==> config.mk <==
export PLATFORM = sky130hd
export DESIGN_NAME = mem_stage
export DESIGN_NICKNAME = d
export VERILOG_FILES = /design/src/rtl/mem_stage_pkg.sv /design/src/rtl/mem_req_fsm.sv /design/src/rtl/mem_stage.sv
export SDC_FILE = /design/constraint.sdc
export NUM_CORES = 1
export LEC_CHECK = 0
export ABC_AREA = 1
export BUFFER_PORTS_ARGS = -buffer_cell sky130_fd_sc_hd__buf_2
export CAP_MARGIN = 25
export CORE_AREA = 2 2 181 183
export DETAILED_ROUTE_END_ITERATION = 12
export DIE_AREA = 0 0 183 185
export PLACE_DENSITY = 0.45
export SLEW_MARGIN = 20
export SYNTH_ARGS = -nofsm -noshare
export SYNTH_HDL_FRONTEND = slang
export SYNTH_HIERARCHICAL = 1
export SYNTH_SLANG_ARGS = --single-unit
==> constraint.sdc <==
create_clock -name clock -period 1.4 [get_ports clock]
set_input_delay 0 -clock clock [delete_from_list [all_inputs] [get_ports clock]]
set_output_delay 0 -clock clock [all_outputs]
set_load 0.01 [all_outputs]
==> src/rtl/mem_stage_pkg.sv <==
// rtl/mem_stage_pkg.sv - shared ISA fields, opcodes and memory-stage types
package mem_stage_pkg;

    localparam int OP_MSB = 31;
    localparam int OP_LSB = 27;

    localparam logic [4:0] OP_NOP = 5'b00000;
    localparam logic [4:0] OP_SW  = 5'b00111;
    localparam logic [4:0] OP_LW  = 5'b01000;

    localparam logic [31:0] MMIO_BASE_DEFAULT = 32'h0000_F000;
    localparam logic [31:0] LD_TIMEOUT_DATA   = 32'hDEAD_BEEF;

    typedef enum logic [1:0] {
        ST_IDLE = 2'd0,
        ST_BUSY = 2'd1,
        ST_DONE = 2'd2
    } mem_state_e;

    function automatic logic [4:0] get_opcode(input logic [31:0] ir);
        return ir[OP_MSB:OP_LSB];
    endfunction

endpackage

==> src/rtl/mem_req_fsm.sv <==
// rtl/mem_req_fsm.sv - dmem request sequencer with timeout and load buffer
module mem_req_fsm
    import mem_stage_pkg::*;
#(
    parameter int ADDR_BITS = 12,
    parameter int TIMEOUT   = 15
) (
    input  logic                 clock,
    input  logic                 reset,
    input  logic                 start,
    input  logic [ADDR_BITS-1:0] addr,
    input  logic [31:0]          wdata,
    input  logic                 we,
    input  logic                 ack,
    input  logic [31:0]          rdata,
    output mem_state_e           state,
    output logic                 req,
    output logic                 req_we,
    output logic [ADDR_BITS-1:0] req_addr,
    output logic [31:0]          req_wdata,
    output logic [31:0]          ldbuf,
    output logic                 err
);

    localparam int CW = $clog2(TIMEOUT + 1);
    localparam logic [CW-1:0] CNT_LAST = CW'(TIMEOUT - 1);
    localparam logic [CW-1:0] CNT_MAX  = CW'(TIMEOUT);

    mem_state_e    next_state;
    logic          timeout;
    logic [CW-1:0] cnt;

    // State register; reset always lands in IDLE, even mid-access.
    always_ff @(posedge clock) begin
        if (!reset) state <= ST_IDLE;
        else        state <= next_state;
    end

    // Next state: ack beats timeout, DONE always returns to IDLE.
    always_comb begin
        next_state = state;
        timeout    = 1'b0;
        case (state)
            ST_IDLE: if (start) next_state = ST_BUSY;
            ST_BUSY: begin
                if (ack) begin
                    next_state = ST_DONE;
                end else if (cnt == CNT_LAST) begin
                    next_state = ST_DONE;
                    timeout    = 1'b1;
                end
            end
            ST_DONE: next_state = ST_IDLE;
            default: next_state = ST_IDLE;
        endcase
    end

    // Request registers, wait counter, load buffer and sticky error.
    always_ff @(posedge clock) begin
        if (!reset) begin
            req       <= 1'b0;
            req_we    <= 1'b0;
            req_addr  <= '0;
            req_wdata <= '0;
            ldbuf     <= '0;
            err       <= 1'b0;
            cnt       <= '0;
        end else begin
            case (state)
                ST_IDLE: begin
                    if (start) begin
                        req       <= 1'b1;
                        req_we    <= we;
                        req_addr  <= addr;
                        req_wdata <= wdata;
                        cnt       <= '0;
                    end
                end
                ST_BUSY: begin
                    if (ack) begin
                        ldbuf <= rdata;
                        req   <= 1'b0;
                    end else if (timeout) begin
                        ldbuf <= LD_TIMEOUT_DATA;
                        err   <= 1'b1;
                        req   <= 1'b0;
                    end else if (cnt != CNT_MAX) begin
                        cnt <= cnt + 1'b1;
                    end
                end
                default: ;
            endcase
        end
    end

endmodule

==> src/rtl/mem_stage.sv <==
// rtl/mem_stage.sv - pipeline memory stage: decode, MMIO routing, dmem stall and M/W mux
module mem_stage
    import mem_stage_pkg::*;
#(
    parameter int          ADDR_BITS = 12,
    parameter logic [31:0] MMIO_BASE = MMIO_BASE_DEFAULT,
    parameter int          TIMEOUT   = 15
) (
    input  logic                 clock,
    input  logic                 reset,
    input  logic [31:0]          xm_pc,
    input  logic [31:0]          xm_o,
    input  logic [31:0]          xm_b,
    input  logic [31:0]          xm_ir,
    input  logic [31:0]          wb_data,
    input  logic                 wm_bypass,
    output logic                 dmem_req,
    output logic                 dmem_we,
    output logic [ADDR_BITS-1:0] dmem_addr,
    output logic [31:0]          dmem_wdata,
    input  logic                 dmem_ack,
    input  logic [31:0]          dmem_rdata,
    output logic                 mmio_req,
    output logic                 mmio_we,
    output logic [31:0]          mmio_addr,
    output logic [31:0]          mmio_wdata,
    input  logic [31:0]          mmio_rdata,
    output logic                 stall,
    output logic [31:0]          mw_pc,
    output logic [31:0]          mw_o,
    output logic [31:0]          mw_d,
    output logic [31:0]          mw_ir,
    output logic                 err
);

    logic [4:0]  opcode;
    logic        is_lw;
    logic        is_sw;
    logic        mmio_hit;
    logic        dmem_op;
    logic [31:0] sd;
    logic [31:0] ldbuf;
    mem_state_e  state;

    assign opcode   = get_opcode(xm_ir);
    assign is_lw    = (opcode == OP_LW);
    assign is_sw    = (opcode == OP_SW);
    assign mmio_hit = (is_lw || is_sw) && (xm_o >= MMIO_BASE);
    assign dmem_op  = (is_lw || is_sw) && !mmio_hit;
    assign sd       = wm_bypass ? wb_data : xm_b;

    mem_req_fsm #(
        .ADDR_BITS (ADDR_BITS),
        .TIMEOUT   (TIMEOUT)
    ) u_fsm (
        .clock     (clock),
        .reset     (reset),
        .start     (dmem_op),
        .addr      (xm_o[ADDR_BITS-1:0]),
        .wdata     (sd),
        .we        (is_sw),
        .ack       (dmem_ack),
        .rdata     (dmem_rdata),
        .state     (state),
        .req       (dmem_req),
        .req_we    (dmem_we),
        .req_addr  (dmem_addr),
        .req_wdata (dmem_wdata),
        .ldbuf     (ldbuf),
        .err       (err)
    );

    assign mmio_addr  = xm_o;
    assign mmio_wdata = sd;
    assign mmio_we    = mmio_req & is_sw;

    // Stall, MMIO strobe and M/W mux from registered state and decode only; dmem_ack never reaches here.
    always_comb begin
        mw_pc    = xm_pc;
        mw_o     = xm_o;
        mw_d     = '0;
        mw_ir    = xm_ir;
        stall    = 1'b0;
        mmio_req = 1'b0;
        if (!reset) begin
            mw_ir = '0;
        end else begin
            case (state)
                ST_BUSY: begin
                    stall = 1'b1;
                    mw_ir = '0;
                end
                ST_DONE: begin
                    mw_d = is_lw ? ldbuf : '0;
                end
                default: begin
                    if (mmio_hit) begin
                        mmio_req = 1'b1;
                        mw_d     = is_lw ? mmio_rdata : '0;
                    end else if (dmem_op) begin
                        stall = 1'b1;
                        mw_ir = '0;
                    end
                end
            endcase
        end
    end

endmodule

==> reports/results.txt, run 1 <==
The flow ran to the end, but the final reports show violations. The final reports fail on setup timing. Leaving out filler cells and counting taps, the final layout contains 1585. The via count of the first global-routing pass was 6114; the cell count after synthesis was 762. After synthesis the netlist holds a flip-flop and latch count of 85.

The tools report the summed instance area of the synthesized netlist as 0.00541 mm2. The number of enable-type register cells in the synthesized netlist was 0; the via density per instance was 4.09. Wires add up to 24800 um. The maximum number of pins on one net before global-route repair was 47. The routed design uses 12100 um of met2 wire. The highest fanout seen on the critical path was 7. In the final design database the tool counted 1402 nets. The total iterations of the first detailed-routing run is 4. In the synthesized netlist the dominant register cell turns out to be sky130_fd_sc_hd__dfxtp_1. The worst setup path is of the reg -> out kind.

After global routing the overflow that remains totals 0. The proportion of synthesized flip-flops having asynchronous set or reset was 0; the clock latency of the later-clocked register in the worst-skew pair was 0.34 ns. STA classifies the critical path startpoint as a flip-flop.

Walking the worst path, the cells encountered are inv_2 -> ha_4 -> inv_4 -> a21oi_4 -> buf_12 -> buf_8 -> nand3_1 -> a21oi_2 -> buf_2. For the number of failing hold endpoints at the final stage, the log shows 0. The largest stage delay on the critical path works out to 0.34 ns. For the final database, setup skew stands at 0.0111 ns.

TritonCTS created 9 clock buffers. The wire length of the first global-routing pass is 34800 um. The I/O pin count is 470. Derived from the worst setup path, the maximum achievable clock frequency is 538 MHz. The power density of the placed cells is 654 mW/mm2, and the number of standard-cell rows in the floorplan is 66. Setup repair after global routing could not meet its margin everywhere.

The remaining number of nets flagged by the antenna check after routing was 0. Synthesis produced a netlist with a net count of 994. The run gives 17700 um as the estimated wirelength of the detail-placed design.

The worst setup path is captured at an output port. CTS sink count: 85. The run gives 0.315 as the share of synthesized area occupied by flip-flops and latches.

Among all stages on the critical path, the largest delay is contributed by sky130_fd_sc_hd__dfxtp_2. Fraction of the mapped netlist area in compound gates: 0.172. The count of port buffers added during placement works out to 405. The logs give 0.000591 V for the largest voltage drop on the vdd net and 0.00428 uW for the leakage power. By count the netlist is led by sky130_fd_sc_hd__nand2_1 (129), sky130_fd_sc_hd__nor2_1 (116), sky130_fd_sc_hd__a21oi_1 (113). The class of the tightest hold or removal check is in -> out. The final-layout worst hold slack was 0.00000393 ns. The most repeated cell in the gate-level netlist after synthesis was sky130_fd_sc_hd__nand2_1. Clock-pin slew was measured on the worst setup and hold paths at 0.07 ns. Setup total negative slack on the finished layout was measured at -22.37 ns. TritonCTS built the clock tree. The library cell used as clock root buffer was sky130_fd_sc_hd__clkbuf_16. The region available for standard cell placement spans 0.0320 mm2. For the number of antenna violations at the first check in global routing, the log shows 4.

By area the synthesized netlist is led by sky130_fd_sc_hd__dfxtp_1 (31%), sky130_fd_sc_hd__buf_4 (14%), sky130_fd_sc_hd__a21oi_1 (10%). The transition time of the tightest slew-check pin is 0.412 ns. The ratio of final minimum period to clock period is 1.33, and the final critical delay including setup and external delays is 1.86 ns.

The H-tree was split into 3 levels. The run gives 0 as the max-cap violation count. Cell taking the most area after synthesis: sky130_fd_sc_hd__dfxtp_1. Dominant combinational cell family by area after synthesis: simple AND/OR/NAND/NOR gates.

The simple-gate share of the synthesized area works out to 0.237. The adder and majority gate portion of the synthesized area is 0.00925. For the number of cells after detailed placement, the log shows 1493. For the worst max-slew margin expressed relative to the limit, the log shows 0.725. The number of DRC markers in iteration 0 is 201. The logs give 10100 um for the routed metal-1 wirelength and 0.169 for the initial core utilization.

Setup violations remaining at the end of the flow were counted as 70. The average footprint of a synthesized cell came out at 7.10 um2. The tools report the count of distinct cell types in the synthesized netlist as 28. The run gives 0 as the max-slew violation count. Routability-driven placement finished with a final weighted congestion of 0.768.

The run gives -0.457 ns as the final worst-path setup slack. The floorplan step defined a die boundary enclosing 0.0339 mm2. From left edge to right edge, the die measures 183 um. Measured along the y axis, the die boundary spans 185 um. Share of final-layout standard cells stronger than drive strength 1: 0.586. Data on the critical path arrives at its endpoint at 1.86 ns. During synthesis, Yosys emitted a total of 6 warnings. Routed signal wires occupy layers up through met4. The fraction of synthesized cell area in xor and xnor cells was 0; the total via count after detailed routing was 6481. Dividing the detail-routed wire length by the instance count gives 15.6 um.

For the wire length on met3, the log shows 1960 um. The area growth from synthesis to layout came out at 75.5%. Share of cell area taken by muxes after synthesis: 0.0666.

The global-route total usage across every layer was 0.135. The area share of the leading cell type in the synthesized netlist is 0.315. Number of design rule violations left after detail routing: 0. The required arrival time at the worst endpoint was 1.40 ns. In this run the deepest clock path goes through 2 buffers.
-- flip-flops by register name, summed over array words and instances, names as in the netlist --
name             cells
u_fsm/req_wdata     32
u_fsm/ldbuf         32
u_fsm/state          2
u_fsm/req            1
u_fsm/req_addr      12
u_fsm/cnt            4
u_fsm/req_we         1
u_fsm/err            1
-- report_power, final --
part           internal [uW]  total [uW]  switching (uW)
clock                   1460        2590            1130
sequential              2420        2420         0.00195
combinational            625        1200             577
-- per-layer routing --
metal	vias up	GRT usage
li1	3224	-
met1	2908	0.154
met2	315	0.238
met3	34	0.0393
met4	0	0.0499
met5	-	0
-- placed cells by master (no fill, tap or decap), types with 2 or more instances in the layout --
cell / count
sky130_fd_sc_hd__clkbuf_16: 14
sky130_fd_sc_hd__diode_2: 2
sky130_fd_sc_hd__nor2_2: 5
sky130_fd_sc_hd__inv_2: 6
sky130_fd_sc_hd__buf_12: 18
sky130_fd_sc_hd__buf_8: 5
sky130_fd_sc_hd__inv_6: 3
sky130_fd_sc_hd__inv_4: 2
sky130_fd_sc_hd__ha_4: 2
sky130_fd_sc_hd__a21oi_1: 36
sky130_fd_sc_hd__a21oi_4: 6
sky130_fd_sc_hd__dfxtp_2: 4
sky130_fd_sc_hd__nand4_1: 3
sky130_fd_sc_hd__o21ai_1: 4
sky130_fd_sc_hd__a21oi_2: 82
sky130_fd_sc_hd__buf_16: 8
sky130_fd_sc_hd__buf_4: 49
sky130_fd_sc_hd__nand3_4: 4
sky130_fd_sc_hd__nand3_1: 25
sky130_fd_sc_hd__buf_2: 400
sky130_fd_sc_hd__dfxtp_1: 81
sky130_fd_sc_hd__o21ai_0: 42
sky130_fd_sc_hd__buf_6: 13
sky130_fd_sc_hd__nor2_1: 113
sky130_fd_sc_hd__nand2_1: 121
sky130_fd_sc_hd__nor2_4: 3
sky130_fd_sc_hd__inv_1: 11
sky130_fd_sc_hd__nand2_2: 7
sky130_fd_sc_hd__dlygate4sd3_1: 45
sky130_fd_sc_hd__mux2_2: 30
sky130_fd_sc_hd__nand3_2: 15
sky130_fd_sc_hd__mux2_1: 2
-- worst paths after layout --
path	start	to	slack, ns	cells after the start
worst max-delay path	u_fsm/state[0]	mw_d[31]	-0.46	9
worst min-delay path	xm_pc[5]	mw_pc[5]	0.000004	0
worst max register to register	u_fsm/cnt[0]	u_fsm/ldbuf[31]	-0.01	9
worst min register to register	u_fsm/ldbuf[10]	u_fsm/ldbuf[10]	0.46	2
-- through the flow --
step / utilization / power, uW / setup WS [ns] / cell area [um2]
floorplan: - / 3090 / 0.00608 / 5500
global placement: 0.240 / 3530 / -0.322 / 7700
detailed placement: 0.240 / 3520 / -0.338 / 7700
CTS: 0.285 / 6340 / -0.475 / 9120
global route: 0.296 / 6550 / -0.544 / 9490
finish: 0.296 / 6210 / -0.457 / 9490
-- worst max-delay path: cells and delay by family, from the launching register on --
family                     cells  cell delay [ns]
adders and majority gates      1             0.27
and+or+nand+nor                1             0.09
buffers and inverters          5             0.51
DFF                            1             0.34
AOI/OAI and AO/OA              2             0.29
-- final cells by class --
type | instances | area [um2]
antenna | 2 | 5.00
multi-input combinational | 508 | 3090
tap | 408 | 510
clock buffer | 11 | 243
sequential | 85 | 1710
timing repair buffer | 544 | 3780
inverter | 22 | 97.6
clock inverter | 5 | 66.3
fill | 3524 | 22500
-- cells by family (layout without fill, tap and decap cells) --
group,after synthesis,in the layout
buf+inv,169,582
simple gates,299,299
fa+ha+maj,4,4
mux,32,32
other cells,0,2
compound gates,173,173
flops,85,85
-- what timing repair did --
item | in CTS | in global routing
endpoints found under the setup margin | 89 | 139
gates cloned | 9 | 6
hold buffers | 45 | 0
endpoints found under the hold margin | 47 | 0
pin swaps | 11 | 53
gates resized for setup | 84 | 57
setup buffers | 13 | 6
Note: power is estimated with default switching activity, not from simulation.
==> run 2, diff against run 1 <==
Settings changed: SKIP_LAST_GASP from default to 1.
==> reports/results.txt, run 2 (synthesis results as in run 1) <==
The placed instances occupy a cell area of 0.00770 mm2. The logs give 0 for the max-slew violation count and 24800 um for the routed wire length. Once placement completed, the tool counted placed cells totaling 1493.

Leaving out fill and tap cells, the most frequent cell in the layout is sky130_fd_sc_hd__buf_2. The critical path is of the reg -> out type. Registers take 0.00171 mm2. The horizontal extent of the die is 183 um. For this run, the slowest stage of the critical path takes 0.34 ns. The tools report the number of design rule violations left after detail routing as 0. The fraction of power spent switching nets was 0.275; the number of DRC markers in iteration 0 was 224. For the global-route total usage across every layer, the log shows 0.135. In this run the static leakage power is 0.00425 uW. The largest registers in the layout are u_fsm/ldbuf: 32 flops, u_fsm/req_wdata: 32 flops, u_fsm/req_addr: 12 flops. Setup slack on the worst reg-to-reg path comes out at -0.01 ns.

The remaining number of nets flagged by the antenna check after routing is 0. The tool flagged a number of max-cap violations equal to 0. Among all stages on the critical path, the largest delay is contributed by sky130_fd_sc_hd__dfxtp_2. The library cell used as clock root buffer was sky130_fd_sc_hd__clkbuf_16. The logs give 4500 uW for the internal power component and 0.00000393 ns for the final-layout worst hold slack.

The fraction of power consumed by sequential logic was 0.389. The via count of the first global-routing pass came out at 6114. Of all nets on the critical path, the largest fanout is 7. For the number of failing hold endpoints at the final stage, the log shows 0. The count of fill cells added during filler insertion was 3529.

From bottom edge to top edge, the die measures 185 um. The initial core utilization is 0.169. After legalization and detailed placement, the total HPWL measured 17700 um. The category of the worst setup path launch point is a flip-flop. The final-stage net count came out at 1401. The clock share of power was 0.418.

The run gives 9 as the total CTS buffers. The die covers 0.0339 mm2. The critical path goes through inv_2 -> ha_4 -> inv_4 -> a21oi_4 -> buf_12 -> buf_8 -> nand3_1 -> a21oi_2 -> buf_2. The logs give 4 for the total iterations of the first detailed-routing run and 0.00306 mm2 for the area of the multi-input gates. The run gives 0.294 as the final design utilization. The worst hold path belongs to the class in -> out. The checks that failed: setup timing. With fillers left out, the area of the finished cells amounts to 0.00943 mm2. TritonCTS built the clock tree. Routability-driven placement finished with a final weighted congestion of 0.768.

Summed over all nets, the switching power comes to 1710 uW. The final worst-path setup slack is -0.448 ns, and the count of port buffers added during placement is 405. After detailed routing, the average wire length per cell comes to 15.6 um. The worst setup path is captured at an output port. IR analysis of the VDD net gives a maximum drop of 0.000591 V.

Data arrives at the worst endpoint at 1.85 ns. The maximum number of pins on one net before global-route repair came out at 47. Counting I/O delays and the setup requirement, the final critical path takes 1.85 ns. The maximum clock path buffer count was 2. The final route contains 6495 vias. Setup repair after global routing could not meet its margin everywhere. The share of final-layout standard cells stronger than drive strength 1 was 0.578; the transition time of the tightest slew-check pin was 0.401 ns. The count of H-tree levels built during CTS was 3; the part of the total power dissipated in combinational logic was 0.193. The clock reaches the later pin of the worst-skew pair after 0.34 ns.

CTS saw 85 sinks. After floorplanning, the core was sized to cover 0.0320 mm2. The via density per instance is 4.10. Timing would allow up to 541 MHz. The number of non-filler instances in the completed layout is 1584, and the worst max-slew margin expressed relative to the limit is 0.732.

The flow ran to the end, but the final reports show violations. For the overall overflow remaining after global route, the log shows 0. For the worst setup path, the data required time is 1.40 ns.

Clock transition time at the flip-flop clock pins of the worst setup and hold paths: 0.07 ns. The run gives 4 as the number of antenna violations at the first check in global routing. For the number of standard-cell rows in the floorplan, the log shows 66. The first global-routing pass estimated 34800 um of wire. In the layout the commonest cells are sky130_fd_sc_hd__buf_2 (400), sky130_fd_sc_hd__nand2_1 (121), sky130_fd_sc_hd__nor2_1 (113), sky130_fd_sc_hd__dfxtp_1 (81), sky130_fd_sc_hd__a21oi_2 (74). The ratio of final minimum period to clock period is 1.32.

The power density of the placed cells came out at 658 mW/mm2. Total of endpoints with negative setup slack in the final report: 69. Power comes to 6210 uW. Relative to the synthesized area, the layout overhead comes to 74.3%. During I/O placement, the number of pins put on the boundary was 470. For the final database, setup skew stands at 0.0110 ns.
[run 2: critical path: cells and delay by family (launching register included)]
family	cells	cell delay (ns)
DFF	1	0.34
buffers and inverters	5	0.51
adders and majority gates	1	0.27
AOI/OAI and AO/OA	2	0.29
and+or+nand+nor	1	0.09
[run 2: power by group through the flow]
stage | clock [uW] | combinational [uW] | sequential, uW
floorplan | 0 | 621 | 2470
global placement | 0 | 1050 | 2470
detailed placement | 0 | 1050 | 2470
CTS | 2730 | 1200 | 2410
global route | 2830 | 1300 | 2410
finish | 2590 | 1200 | 2420
[run 2: area by class of cell]
| class | instances | share of cell area |
|---|---|---|
| Antenna cell | 2 | 0.000531 |
| Clock buffer | 11 | 0.0257 |
| Clock inverter | 5 | 0.00703 |
| Inverter | 22 | 0.0101 |
| Multi-Input combinational cell | 508 | 0.324 |
| Sequential cell | 85 | 0.181 |
| Tap cell | 408 | 0.0541 |
| Timing Repair Buffer | 543 | 0.397 |
[run 2: per-layer routing]
metal | GRT usage | vias to the layer above | part of all wire
met5 | 0 | - | 0
met4 | 0.0499 | 0 | 0.025
met3 | 0.0393 | 31 | 0.078
met2 | 0.238 | 314 | 0.49
met1 | 0.154 | 2924 | 0.41
li1 | - | 3226 | -
[run 2: path summary, 6_finish.rpt]
kind | start | endpoint | cells past startpoint
worst max-delay path | u_fsm/state[0] | mw_d[31] | 9
worst min-delay path | xm_pc[4] | mw_pc[4] | 0
worst min register to register | u_fsm/ldbuf[8] | u_fsm/ldbuf[8] | 2
worst max register to register | u_fsm/cnt[0] | u_fsm/ldbuf[9] | 9
[run 2: timing repair]
action	CTS	global route
cloned	9	6
pin swaps	11	47
gates resized for setup	81	48
endpoints found under the setup margin	89	139
buffers inserted	13	5
hold endpoints to repair	47	0
hold buffers	45	0
[run 2: stage by stage]
step / setup slack (ns) / setup TNS [ns]
floorplan: 0.00608 / 0
global placement: -0.322 / -18.39
detailed placement: -0.338 / -20.63
CTS: -0.475 / -26.01
global route: -0.544 / -28.99
finish: -0.448 / -22.37
